`config.mk`:
```
export PLATFORM = sky130hd
export DESIGN_NAME = bus_arbiter_flat
export DESIGN_NICKNAME = d
export VERILOG_FILES = /design/src/rtl/bus_arbiter_if.sv /design/src/rtl/bus_arbiter.sv /design/src/flat_wrapper.sv
export SDC_FILE = /design/constraint.sdc
export NUM_CORES = 1
export LEC_CHECK = 0
export CORE_UTILIZATION = 45
export DETAILED_ROUTE_END_ITERATION = 16
export GPL_ROUTABILITY_DRIVEN = 1
export PLACE_DENSITY_LB_ADDON = 0.05
export SLEW_MARGIN = 30
export SYNTH_ARGS = -nofsm -noshare
export SYNTH_HDL_FRONTEND = slang
export SYNTH_SLANG_ARGS = --single-unit
```
`constraint.sdc`:
```
create_clock -name clk -period 2.3 [get_ports clk]
set_input_delay 0.69 -clock clk [delete_from_list [all_inputs] [get_ports clk]]
set_output_delay 0.69 -clock clk [all_outputs]
set_load 0.1 [all_outputs]
```
`src/rtl/bus_arbiter_if.sv`:
```
// Shared-bus arbiter signal bundle: requests and resolved bus value in,
// drive enables, owner status and the registered capture out.
interface bus_arbiter_if #(
  parameter int WIDTH = 4
);
  logic [3:0]       req;
  logic [WIDTH-1:0] bus;
  logic [3:0]       enable;
  logic             grant_valid;
  logic [1:0]       owner;
  logic [WIDTH-1:0] cap_data;
  logic [1:0]       cap_owner;
  logic             cap_valid;

  // Arbiter side: drives enables and the capture.
  modport master (
    input  req, bus,
    output enable, grant_valid, owner, cap_data, cap_owner, cap_valid
  );

  // Source and driver side: requests, sees grants and captured data.
  modport slave (
    output req, bus,
    input  enable, grant_valid, owner, cap_data, cap_owner, cap_valid
  );
endinterface

```
`src/rtl/bus_arbiter.sv`:
```
// Round-robin owner selection for the shared 4-source bus.
// It inserts a dead turnaround cycle between owners and caps the hold time
// while others wait. The resolved bus value is registered and tagged with
// its owner.
module bus_arbiter #(
  parameter int WIDTH    = 4,
  parameter int MAX_HOLD = 4
) (
  input  logic          clk,
  input  logic          reset,
  bus_arbiter_if.master bif
);

  typedef enum logic [1:0] {IDLE, GRANT, TURN} state_t;

  localparam logic [2:0] HOLD_LAST = 3'(MAX_HOLD - 1);

  state_t           state_q, state_d;
  logic [3:0]       en_q, en_d;
  logic [1:0]       owner_q, owner_d;
  logic [2:0]       hold_q, hold_d;
  logic             gv_q;
  logic [WIDTH-1:0] cap_data_q;
  logic [1:0]       cap_owner_q;
  logic             cap_vld_q;

  logic             win_found;
  logic [1:0]       win_idx;
  logic             others_req;
  logic             own_req;
  logic             capture;

  // Round-robin search from owner+1 up to owner itself. The loop runs from
  // the farthest candidate to the nearest, so the nearest requester wins.
  always_comb begin
    win_found = 1'b0;
    win_idx   = owner_q;
    for (int k = 4; k >= 1; k--) begin
      if (bif.req[owner_q + 2'(k)]) begin
        win_found = 1'b1;
        win_idx   = owner_q + 2'(k);
      end
    end
  end

  assign own_req    = bif.req[owner_q];
  assign others_req = |(bif.req & ~(4'b0001 << owner_q));
  assign capture    = (state_q == GRANT) && own_req;

  // Next state and next registered outputs.
  always_comb begin
    state_d = state_q;
    en_d    = en_q;
    owner_d = owner_q;
    hold_d  = hold_q;
    unique case (state_q)
      IDLE, TURN: begin
        en_d    = 4'b0000;
        state_d = IDLE;
        if (win_found) begin
          state_d = GRANT;
          owner_d = win_idx;
          en_d    = 4'b0001 << win_idx;
          hold_d  = 3'd0;
        end
      end
      GRANT: begin
        if (hold_q != HOLD_LAST) hold_d = hold_q + 3'd1;
        if (!own_req || (hold_q == HOLD_LAST && others_req)) begin
          state_d = TURN;
          en_d    = 4'b0000;
        end
      end
      default: begin
        state_d = IDLE;
        en_d    = 4'b0000;
      end
    endcase
  end

  // State and arbitration registers. Reset drops enable at the same edge.
  always_ff @(posedge clk) begin
    if (reset) begin
      state_q <= IDLE;
      en_q    <= 4'b0000;
      gv_q    <= 1'b0;
      owner_q <= 2'd3;
      hold_q  <= 3'd0;
    end else begin
      state_q <= state_d;
      en_q    <= en_d;
      gv_q    <= |en_d;
      owner_q <= owner_d;
      hold_q  <= hold_d;
    end
  end

  // Bus capture: sample the resolved bus while the owner is still requesting.
  always_ff @(posedge clk) begin
    if (reset) begin
      cap_data_q  <= '0;
      cap_owner_q <= 2'd0;
      cap_vld_q   <= 1'b0;
    end else begin
      cap_vld_q <= capture;
      if (capture) begin
        cap_data_q  <= bif.bus;
        cap_owner_q <= owner_q;
      end
    end
  end

  assign bif.enable      = en_q;
  assign bif.grant_valid = gv_q;
  assign bif.owner       = owner_q;
  assign bif.cap_data    = cap_data_q;
  assign bif.cap_owner   = cap_owner_q;
  assign bif.cap_valid   = cap_vld_q;

endmodule

```
`src/flat_wrapper.sv`:
```
// flat-port wrapper written by rule: the top's interface ports become plain ports
module bus_arbiter_flat 
#(
  parameter int WIDTH    = 4,
  parameter int MAX_HOLD = 4
)
  (clk, reset, bif_req, bif_bus, bif_enable, bif_grant_valid, bif_owner, bif_cap_data, bif_cap_owner, bif_cap_valid);
  bus_arbiter_if #(.WIDTH(WIDTH)) bif_i ();
  input  logic clk;
  input  logic reset;
  input wire logic [$bits(bif_i.req)-1:0] bif_req;
  input wire logic [$bits(bif_i.bus)-1:0] bif_bus;
  output wire logic [$bits(bif_i.enable)-1:0] bif_enable;
  output wire logic [$bits(bif_i.grant_valid)-1:0] bif_grant_valid;
  output wire logic [$bits(bif_i.owner)-1:0] bif_owner;
  output wire logic [$bits(bif_i.cap_data)-1:0] bif_cap_data;
  output wire logic [$bits(bif_i.cap_owner)-1:0] bif_cap_owner;
  output wire logic [$bits(bif_i.cap_valid)-1:0] bif_cap_valid;
  assign bif_i.req = bif_req;
  assign bif_i.bus = bif_bus;
  assign bif_enable = bif_i.enable;
  assign bif_grant_valid = bif_i.grant_valid;
  assign bif_owner = bif_i.owner;
  assign bif_cap_data = bif_i.cap_data;
  assign bif_cap_owner = bif_i.cap_owner;
  assign bif_cap_valid = bif_i.cap_valid;
  bus_arbiter #(.WIDTH(WIDTH), .MAX_HOLD(MAX_HOLD)) u_core (.clk(clk), .reset(reset), .bif(bif_i));
endmodule
```
-- Word level (Yosys, flattened, before mapping)
Index checks and enable logic that the tools add are counted.
- shift-type cells: 2
- multiplexer cells: 24
- add/sub/neg operators: 4
- bitwise gates (word level): 2
- multiply operators: 0
- equal/unequal tests: 7
- $lt $le $gt $ge: 4
- div/mod/pow operators: 0
- reduce and logical (&&, ||, !) cells: 11
- operator list (kind ; count):
    $lt A2 B3 Y1 const B ; 4
    $mux W1 ; 9
    $bmux W1 S2 ; 4
    $mux W2 ; 4
    $mux W4 ; 2
    $pmux W4 S2 ; 1
    $reduce_or A4 Y1 ; 2
    $shl A1 B2 Y4 const A ; 2
    $mux W3 ; 2
    $pmux W3 S2 ; 1
    $add A2 B2 Y2 const B ; 2
    $and A4 B4 Y4 ; 1
    $ne A2 B2 Y1 const B ; 2
    $not A4 Y4 ; 1
    $pmux W2 S2 ; 1
    $add A3 B1 Y3 const B ; 1
    $eq A3 B2 Y1 const B ; 1
    $ne A3 B2 Y1 const B ; 1
    $reduce_and A3 Y1 ; 1
    $add A2 B1 Y2 const B ; 1
    $eq A2 B1 Y1 const B ; 1
    $eq A2 B2 Y1 const B ; 1
    $logic_and A1 B1 Y1 ; 2
    $logic_not A2 Y1 ; 1
    6 further kinds ; 6
- memories kept: 0
- bits in registers: 19
- bits of input ports: 10
- word-level logic and storage cells: 62
- RAM bits: 0
- bits in latches: 0
- memory bits (read-only): 0
- output and inout port bits: 14

-- Logic depth before layout (Yosys ltp)
Gate-level depths: netlist of run 1.
- word-level depth: 10
- mapped depth: 8
- mapped depth without buffers: 7

-- Least setup slack after synthesis of run 1
OpenSTA, ideal clock, no wires.
- path kind: reg-to-reg
- start: reg u_core.owner_q[1] (netlist: u_core.bif.owner[1])
- end: reg u_core.en_q[1] (netlist: u_core.bif.enable[1])
- slack: -0.387 ns
- library setup time: 0.070 ns
- data arrival time: 2.617 ns
- period minus slack after synthesis: 2.687 ns
- stages on the path, launching flop included: 8
- data required time: 2.230 ns
- buffers on the path: 0
- cell sequence: dfxtp_1 inv_1 ha_1 inv_1 o211ai_1 nand4_1 or3b_1 a21oi_1
- word-level cells in the longest chain between the ends: 9
- elaborated cells on any way between the ends: 29
- those cells by class: add/sub: 3; shift: 2; mux: 18; bitwise: 2; reduce/logical: 4
- ends and longest elaborated chain (what ; RTL line ; source):
    start: declaration ; bus_arbiter.sv:20 ; logic [1:0] owner_q, owner_d;
    start signal: assignment ; bus_arbiter.sv:93 ; owner_q <= owner_d;
    $add A2 B2 Y2 ; bus_arbiter.sv:39, bus_arbiter.sv:41 ;
    $bmux W1 S2 ; bus_arbiter.sv:39 ; if (bif.req[owner_q + 2'(k)]) begin
    $mux W1 (implied by the code) ; bus_arbiter.sv:39 ;
    $mux W2 (3 in series) ; bus_arbiter.sv:39 ;
    $shl A1 B2 Y4 ; bus_arbiter.sv:63 ; en_d = 4'b0001 << win_idx;
    $mux W4 ; bus_arbiter.sv:60 ; if (win_found) begin
    $pmux W4 S2 * ; bus_arbiter.sv:56 ; unique case (state_q)
    end signal: assignment ; bus_arbiter.sv:91 ; en_q <= en_d;
    end: declaration ; bus_arbiter.sv:19 ; logic [3:0] en_q, en_d;
Mark *: on every way between the ends. The rest lies on a longest branch, timed or not. The select of a mux whose other input is x is not followed.
A chain may end at the register's enable or synchronous reset.

-- Worst setup path in the final report of run 1
- start: in bif_req[1]
- end: reg u_core.en_q[2] (netlist: u_core.bif.enable[2])
- word-level cells in the longest chain between the ends: 8
- elaborated cells on any way between the ends: 24
- those cells by class: shift: 1; mux: 18; bitwise: 1; reduce/logical: 4
- ends and longest elaborated chain (what ; RTL line ; source):
    start: declaration ; flat_wrapper.sv:11 ; input wire logic [$bits(bif_i.req)-1:0] bif_req;
    $bmux W1 S2, on equally long branches ; bus_arbiter.sv:39, bus_arbiter.sv:46 ;
    $mux W1, on equally long branches ; bus_arbiter.sv:39, bus_arbiter.sv:46 ;
    $mux W2 or $mux W1 (tied branches) (3 in series) ; bus_arbiter.sv:39 ;
    $shl A1 B2 Y4 or $mux W1 (tied branches) ; bus_arbiter.sv:63, bus_arbiter.sv:39 ;
    $mux W4 ; bus_arbiter.sv:60 ;
    $pmux W4 S2 * ; bus_arbiter.sv:56 ;
Marks and branches as above.

==> results of run 1 <==
[cells by family after synthesis]
family | after synthesis
muxes | 10
buffers and inverters | 11
AOI/OAI and AO/OA | 24
and+or+nand+nor | 39
adders and majority gates | 6
DFF | 19
[per-layer routing]
layer / up-vias / routed length [um] / global-route usage [%] / share of wire (%)
li1: 452 / - / - / -
met1: 415 / 972 / 23.7 / 44
met2: 27 / 1110 / 32.2 / 50
met3: 2 / 127 / 5.30 / 5.7
met4: 0 / 12 / 8.33 / 0.54
met5: - / 0 / 0 / 0
[synth_stat cells, types with 2 or more instances]
library cell	n
nand2b_1	5
nand3_1	3
or3_1	2
buf_4	2
mux2i_1	7
o211ai_1	2
buf_6	2
a21oi_1	10
a21oi_2	2
nor3_1	4
ha_1	6
inv_1	6
or3b_1	2
dfxtp_1	19
nor2_1	17
nand2_1	4
[worst max-delay path, delay by kind of cell]
family                 cells  cell delay (ps)
buffers and inverters      2              670
AO/OA/AOI/OAI              3              500
AND/OR/NAND/NOR            1              360
multiplexers               1              120
[registers in the layout, summed over array words and instances (netlist names)]
register	count
u_core.bif.enable	4
u_core.state_q	2
u_core.bif.owner	2
u_core.bif.cap_data	4
u_core.bif.cap_owner	2
u_core.hold_q	3
u_core.bif.cap_valid	1
u_core.bif.grant_valid	1
[final cells by class]
| cell class | count | area, sq um |
|---|---|---|
| fill | 185 | 688 |
| multi-input combinational | 79 | 557 |
| sequential | 19 | 383 |
| timing repair buffer | 35 | 310 |
| tap | 27 | 33.8 |
| clock buffer | 3 | 22.5 |
| inverter | 6 | 22.5 |
| clock inverter | 1 | 5.00 |
[layout by cell type (no fill, tap or decap), types with 2 or more instances in the layout]
master / netlist / layout
a21oi_2: 2 / 2
o211ai_1: 2 / 2
nand3_1: 3 / 3
nor3_1: 4 / 4
buf_12: 0 / 2
a21oi_1: 10 / 10
nor2_1: 17 / 17
or3b_1: 2 / 2
buf_4: 2 / 24
dfxtp_1: 19 / 17
dfxtp_2: 0 / 2
inv_1: 6 / 6
nand2b_1: 5 / 5
nand2_1: 4 / 4
clkbuf_4: 0 / 3
clkdlybuf4s50_1: 0 / 9
mux2i_1: 7 / 7
or3_1: 2 / 2
ha_1: 6 / 6
[power by group through the flow]
| stage | logic [mW] | registers, mW | clock network [mW] |
|---|---|---|---|
| 3_3_place_gp | 0.513 | 0.391 | 0 |
| 6_report | 0.522 | 0.385 | 0.166 |
| 5_1_grt | 0.554 | 0.388 | 0.181 |
| 2_1_floorplan | 0.182 | 0.596 | 0 |
| 4_1_cts | 0.523 | 0.385 | 0.175 |
| 3_5_place_dp | 0.520 | 0.392 | 0 |
[stage by stage]
stage	cell area [sq um]	hold slack, ps
floorplan	1000	451
detailed placement	1310	472
finish	1330	484
global placement	1310	460
CTS	1330	491
global route	1330	506
[path summary, 6_finish.rpt]
| kind | to | depth (start not counted) | startpoint |
|---|---|---|---|
| setup / recovery | u_core.bif.enable[2]$_SDFF_PP0_ | 7 | bif_req[1] |
| hold / removal | u_core.bif.cap_owner[1]$_SDFFE_PP0P_ | 2 | u_core.bif.cap_owner[1]$_SDFFE_PP0P_ |
| setup reg to reg | u_core.bif.enable[2]$_SDFF_PP0_ | 7 | u_core.bif.owner[1]$_SDFFE_PP1P_ |
| hold reg to reg | u_core.bif.cap_owner[1]$_SDFFE_PP0P_ | 2 | u_core.bif.cap_owner[1]$_SDFFE_PP0P_ |
==> run metrics, run 1 <==
Synth Cell Area 1000 sq um; Setup CP Type input pin to flop; P_leak between 0.6 and 0.7 nW; # rows 16; Synth Area in XOR/XNOR 0%; Synth area leaders dfxtp_1, ha_1, mux2i_1; initial antenna violation count 0; Ys Warns 0; Clk pwr share approximately 16%; compound-gate portion of the synthesized area ~17%; # IOs 24; Power Density around 800 nW/um^2; minimum clock period 2120 ps; maximum vdd drop about 0.53 mV; clk_lat worst skew 300 ps; CTS root buf clkbuf_4; Worst Tran Pin Value between 400 and 500 ps; fin nets 160; worst-path cell chain clkdlybuf4s50_1, buf_4, mux2i_1, a21oi_1, a22o_4, or3b_1, a21oi_1; biggest cell delay along the critical path just under 500 ps; synthesized net count ~130; global-route wire length before repair about 3600 um; die width 49.2 um; Tcrit/Tclk final 92.4%; WP data required roughly 2500 ps; via/cell ratio roughly 5.3; setup ws final about 180 ps; htree depth 1; largest net degree at the start of global routing 14; synth unique cells 32; Synth Area in Adders 7.50%; final-report hold violation count 0; Worst-path clk slew roughly 100 ps; DR vias approximately 900; Final ANT Viol Nets 0; routability cong. between 0.8 and 0.9; combinational fraction of design power between 40% and 50%; vias in the first global route between 700 and 800; Sw Ratio roughly 44%; Setup Total Neg Slack 0 ps; fmax roughly 470 MHz; total chip power between 1 and 1.5 mW; pre-CTS WS -152 ps; post-DR wirelength/cell 13.1 um; CP Capture Type flop; diode count 0; final WL between 2000 and 2500 um; Finish-stage setup viols 0; CORE AREA slightly above 2000 sq um; # Max-Cap Violations 0; First DRT Iteration DRCs 17; part of the power in registers 35.9%; Min-Delay Path Class flop to flop; non-filler cells, final between 150 and 200; Port Buf Inserts 23; Post-Place Cells 166; Post-Synth Simple-Gate Area a little under a fifth; CTS tree yes; ratio of cells with drive above 1 in the final layout ~28%; synthesized flop and latch total 19; Post-DP HPWL ~1700 um; sequential share of the synthesized area ~38%; TritonCTS Buffers 3; TritonRoute pass-1 iters 4; area grow syn2layout 33.3%; mux contribution to synthesized area between 10% and 20%; Core Util, Final around two thirds; Sink Count 19; crit start category input pin; cell at the slowest stage of the critical path clkdlybuf4s50_1; Hold-fix buffers, CTS 0; post-synth top area cell dfxtp_1; total grt overflow 0; FF-to-FF setup slack 440 ps; internal power between 600 and 700 uW; Worst path most repeated cell a21oi_1; Remaining DRCs 0; clock tree buffer depth 2; Resized Gates After CTS 0; Die Span Y 49.2 um; RSZ-0062 raised after global routing no; fraction of registers with async set/reset 0%; Max Transition Viols Final 0; main combinational cell family by area after synthesis simple AND/OR/NAND/NOR gates; Mapped Cells around 110; Critical Path AT between 2000 and 2500 ps; syn_area_per_cell 9.18 sq um; NetSw 470 uW; Initial Util about 50%; Post-synth EDFFs 0; Total Die Area between 2000 and 2500 sq um; CP max FO 6; status completed; ys flop type dfxtp_1; share of the synthesized area in the top cell type 38.0%; post-CTS setup buffer count 0; clk_skew 12.0 ps; max_slew headroom ~69%; GRT Total Usage between 10% and 20%
Note: power is estimated with default switching activity, not from simulation.
==> run 2: changes to the inputs <==
--- a/config.mk
+++ b/config.mk
@@ -8,6 +8,7 @@
 export CORE_UTILIZATION = 45
 export DETAILED_ROUTE_END_ITERATION = 16
 export GPL_ROUTABILITY_DRIVEN = 1
+export HOLD_SLACK_MARGIN = 0.03
 export PLACE_DENSITY_LB_ADDON = 0.05
 export SLEW_MARGIN = 30
 export SYNTH_ARGS = -nofsm -noshare
==> results of run 2 <==
Final layout, timing and power as in run 1 (identical DEF).
==> run 3: changes to the inputs <==
--- a/config.mk
+++ b/config.mk
@@ -10,7 +10,6 @@
 export GPL_ROUTABILITY_DRIVEN = 1
 export HOLD_SLACK_MARGIN = 0.03
 export PLACE_DENSITY_LB_ADDON = 0.05
-export SLEW_MARGIN = 30
 export SYNTH_ARGS = -nofsm -noshare
 export SYNTH_HDL_FRONTEND = slang
 export SYNTH_SLANG_ARGS = --single-unit
==> constraint.sdc (replaced) <==
create_clock -name clk -period 2.3 [get_ports clk]
set_input_delay 0.345 -clock clk [delete_from_list [all_inputs] [get_ports clk]]
set_output_delay 0.345 -clock clk [all_outputs]
set_load 0.1 [all_outputs]
==> run metrics, run 3 (synthesis results as in run 1) <==
die width 49.2 um (unchanged); Die Span Y 49.2 um (unchanged); First DRT Iteration DRCs 9 (-8); fin nets 150 (-6.3%); Min-Delay Path Class flop to flop; initial antenna violation count 0 (unchanged); Final ANT Viol Nets 0 (unchanged); clk_lat worst skew 290 ps (about the same); Port Buf Inserts 23 (unchanged); TritonCTS Buffers 3 (unchanged); WP data required 2510 ps (about the same); Finished Cell Area 1230 sq um (-7.5%); P_leak 0.563 nW (-9.5%); crit start category flop; Setup Total Neg Slack 0 ps (unchanged); max_slew headroom 54.6% (-14 points); CP Capture Type flop; # Max-Cap Violations 0 (unchanged); Worst-path clk slew 110 ps (about the same); minimum clock period 2050 ps (-75.7 ps); TritonRoute pass-1 iters 4 (unchanged); maximum vdd drop 0.542 mV (+1.4%); vias in the first global route 785 (-0.38%); Area after DPL 1210 sq um (-7.7%); Power Density 833 nW/um^2 (+3.5%); # IOs 24 (unchanged); global-route wire length before repair 3330 um (-6.2%); via/cell ratio 5.29 (+0.32%); CP max FO 9 (+3); GRT Total Usage 18.0% (-1.5 points); Total Die Area 2420 sq um (unchanged); # rows 16 (unchanged); pre-CTS WS 97.3 ps (+249 ps); Max Transition Viols Final 0 (unchanged); final WL 1930 um (-13%); clock tree buffer depth 2 (unchanged); CTS root buf clkbuf_4; hold slack 471 ps (-13.0 ps); area grow syn2layout 23.2%; largest net degree at the start of global routing 20 (+6); diode count 0 (unchanged); Remaining DRCs 0 (unchanged); Sink Count 19 (unchanged); clk_skew 3.73 ps (-8.26 ps); Hold-fix buffers, CTS 0 (unchanged); Setup CP Type flop to flop; # fillers 185 (unchanged); Initial Util 49.5% (unchanged); final-report hold violation count 0 (unchanged); Critical Path AT 2260 ps (-80 ps); Tcrit/Tclk final 89.1% (-3.3 points); fmax 488 MHz (+3.7%); total grt overflow 0 (unchanged); Finish-stage setup viols 0 (unchanged); CTS tree yes; setup ws final 251 ps (+75.7 ps); post-DR wirelength/cell 12.1 um (-7.7%); status completed; Resized Gates After CTS 0 (unchanged); Worst Tran Pin Value 679 ps (+211 ps); routability cong. 0.853 (about the same); post-CTS setup buffer count 0 (unchanged); commonest non-fill, non-tap cells in the layout nor2_1, dfxtp_1, buf_4; RSZ-0062 raised after global routing no; ratio of cells with drive above 1 in the final layout 22.6% (-5.4 points); CORE AREA 2020 sq um (unchanged); htree depth 1 (unchanged); Post-DP HPWL 1450 um (-15%); DR vias 846 (-5.6%)
run 3: worst paths after layout:
path	from	end	slack [ps]	cells past startpoint
worst max-delay path	u_core.bif.owner[1]$_SDFFE_PP1P_	u_core.bif.enable[3]$_SDFF_PP0_	250	7
worst min-delay path	u_core.bif.cap_owner[1]$_SDFFE_PP0P_	u_core.bif.cap_owner[1]$_SDFFE_PP0P_	470	2
worst max register to register	u_core.bif.owner[1]$_SDFFE_PP1P_	u_core.bif.enable[3]$_SDFF_PP0_	250	7
worst min register to register	u_core.bif.cap_owner[1]$_SDFFE_PP0P_	u_core.bif.cap_owner[1]$_SDFFE_PP0P_	470	2
run 3: final cells by class:
class,count,area (sq um),share of cell area (%)
multi-input combinational,79,557,45.1
sequential,19,383,31.0
timing repair buffer,25,210,17.0
tap,27,33.8,2.74
clock buffer,3,22.5,1.83
inverter,6,22.5,1.83
clock inverter,1,5.00,0.406
run 3: power breakdown:
part | leakage [nW] | internal [mW] | switching (mW)
sequential | 0.155 | 0.364 | 0.0252
clock | 0.0177 | 0.0647 | 0.101
combinational | 0.390 | 0.143 | 0.331
run 3: critical path, stage by stage (launching register included):
cell and delay (ps):
dfxtp_2 450, inv_1 150, ha_1 410, inv_1 60, o211ai_1 160, nand4_1 210, or3_1 360, a21oi_1 170
run 3: through the flow:
stage / instances / utilization [%] / power (mW)
2_1_floorplan: 109 / - / 0.778
3_3_place_gp: 156 / 59.7 / 0.864
3_5_place_dp: 156 / 59.7 / 0.871
4_1_cts: 160 / 61.0 / 1.04
5_1_grt: 160 / 61.0 / 1.08
6_report: 160 / 61.0 / 1.03
run 3: metal layers:
metal / vias to the layer above / part of all wire, % / global-route usage (%)
met4: 0 / 0.67 / 7.35
met2: 16 / 48 / 30.6
li1: 435 / - / -
met3: 2 / 3.9 / 4.98
met5: - / 0 / 0
met1: 393 / 47 / 21.2
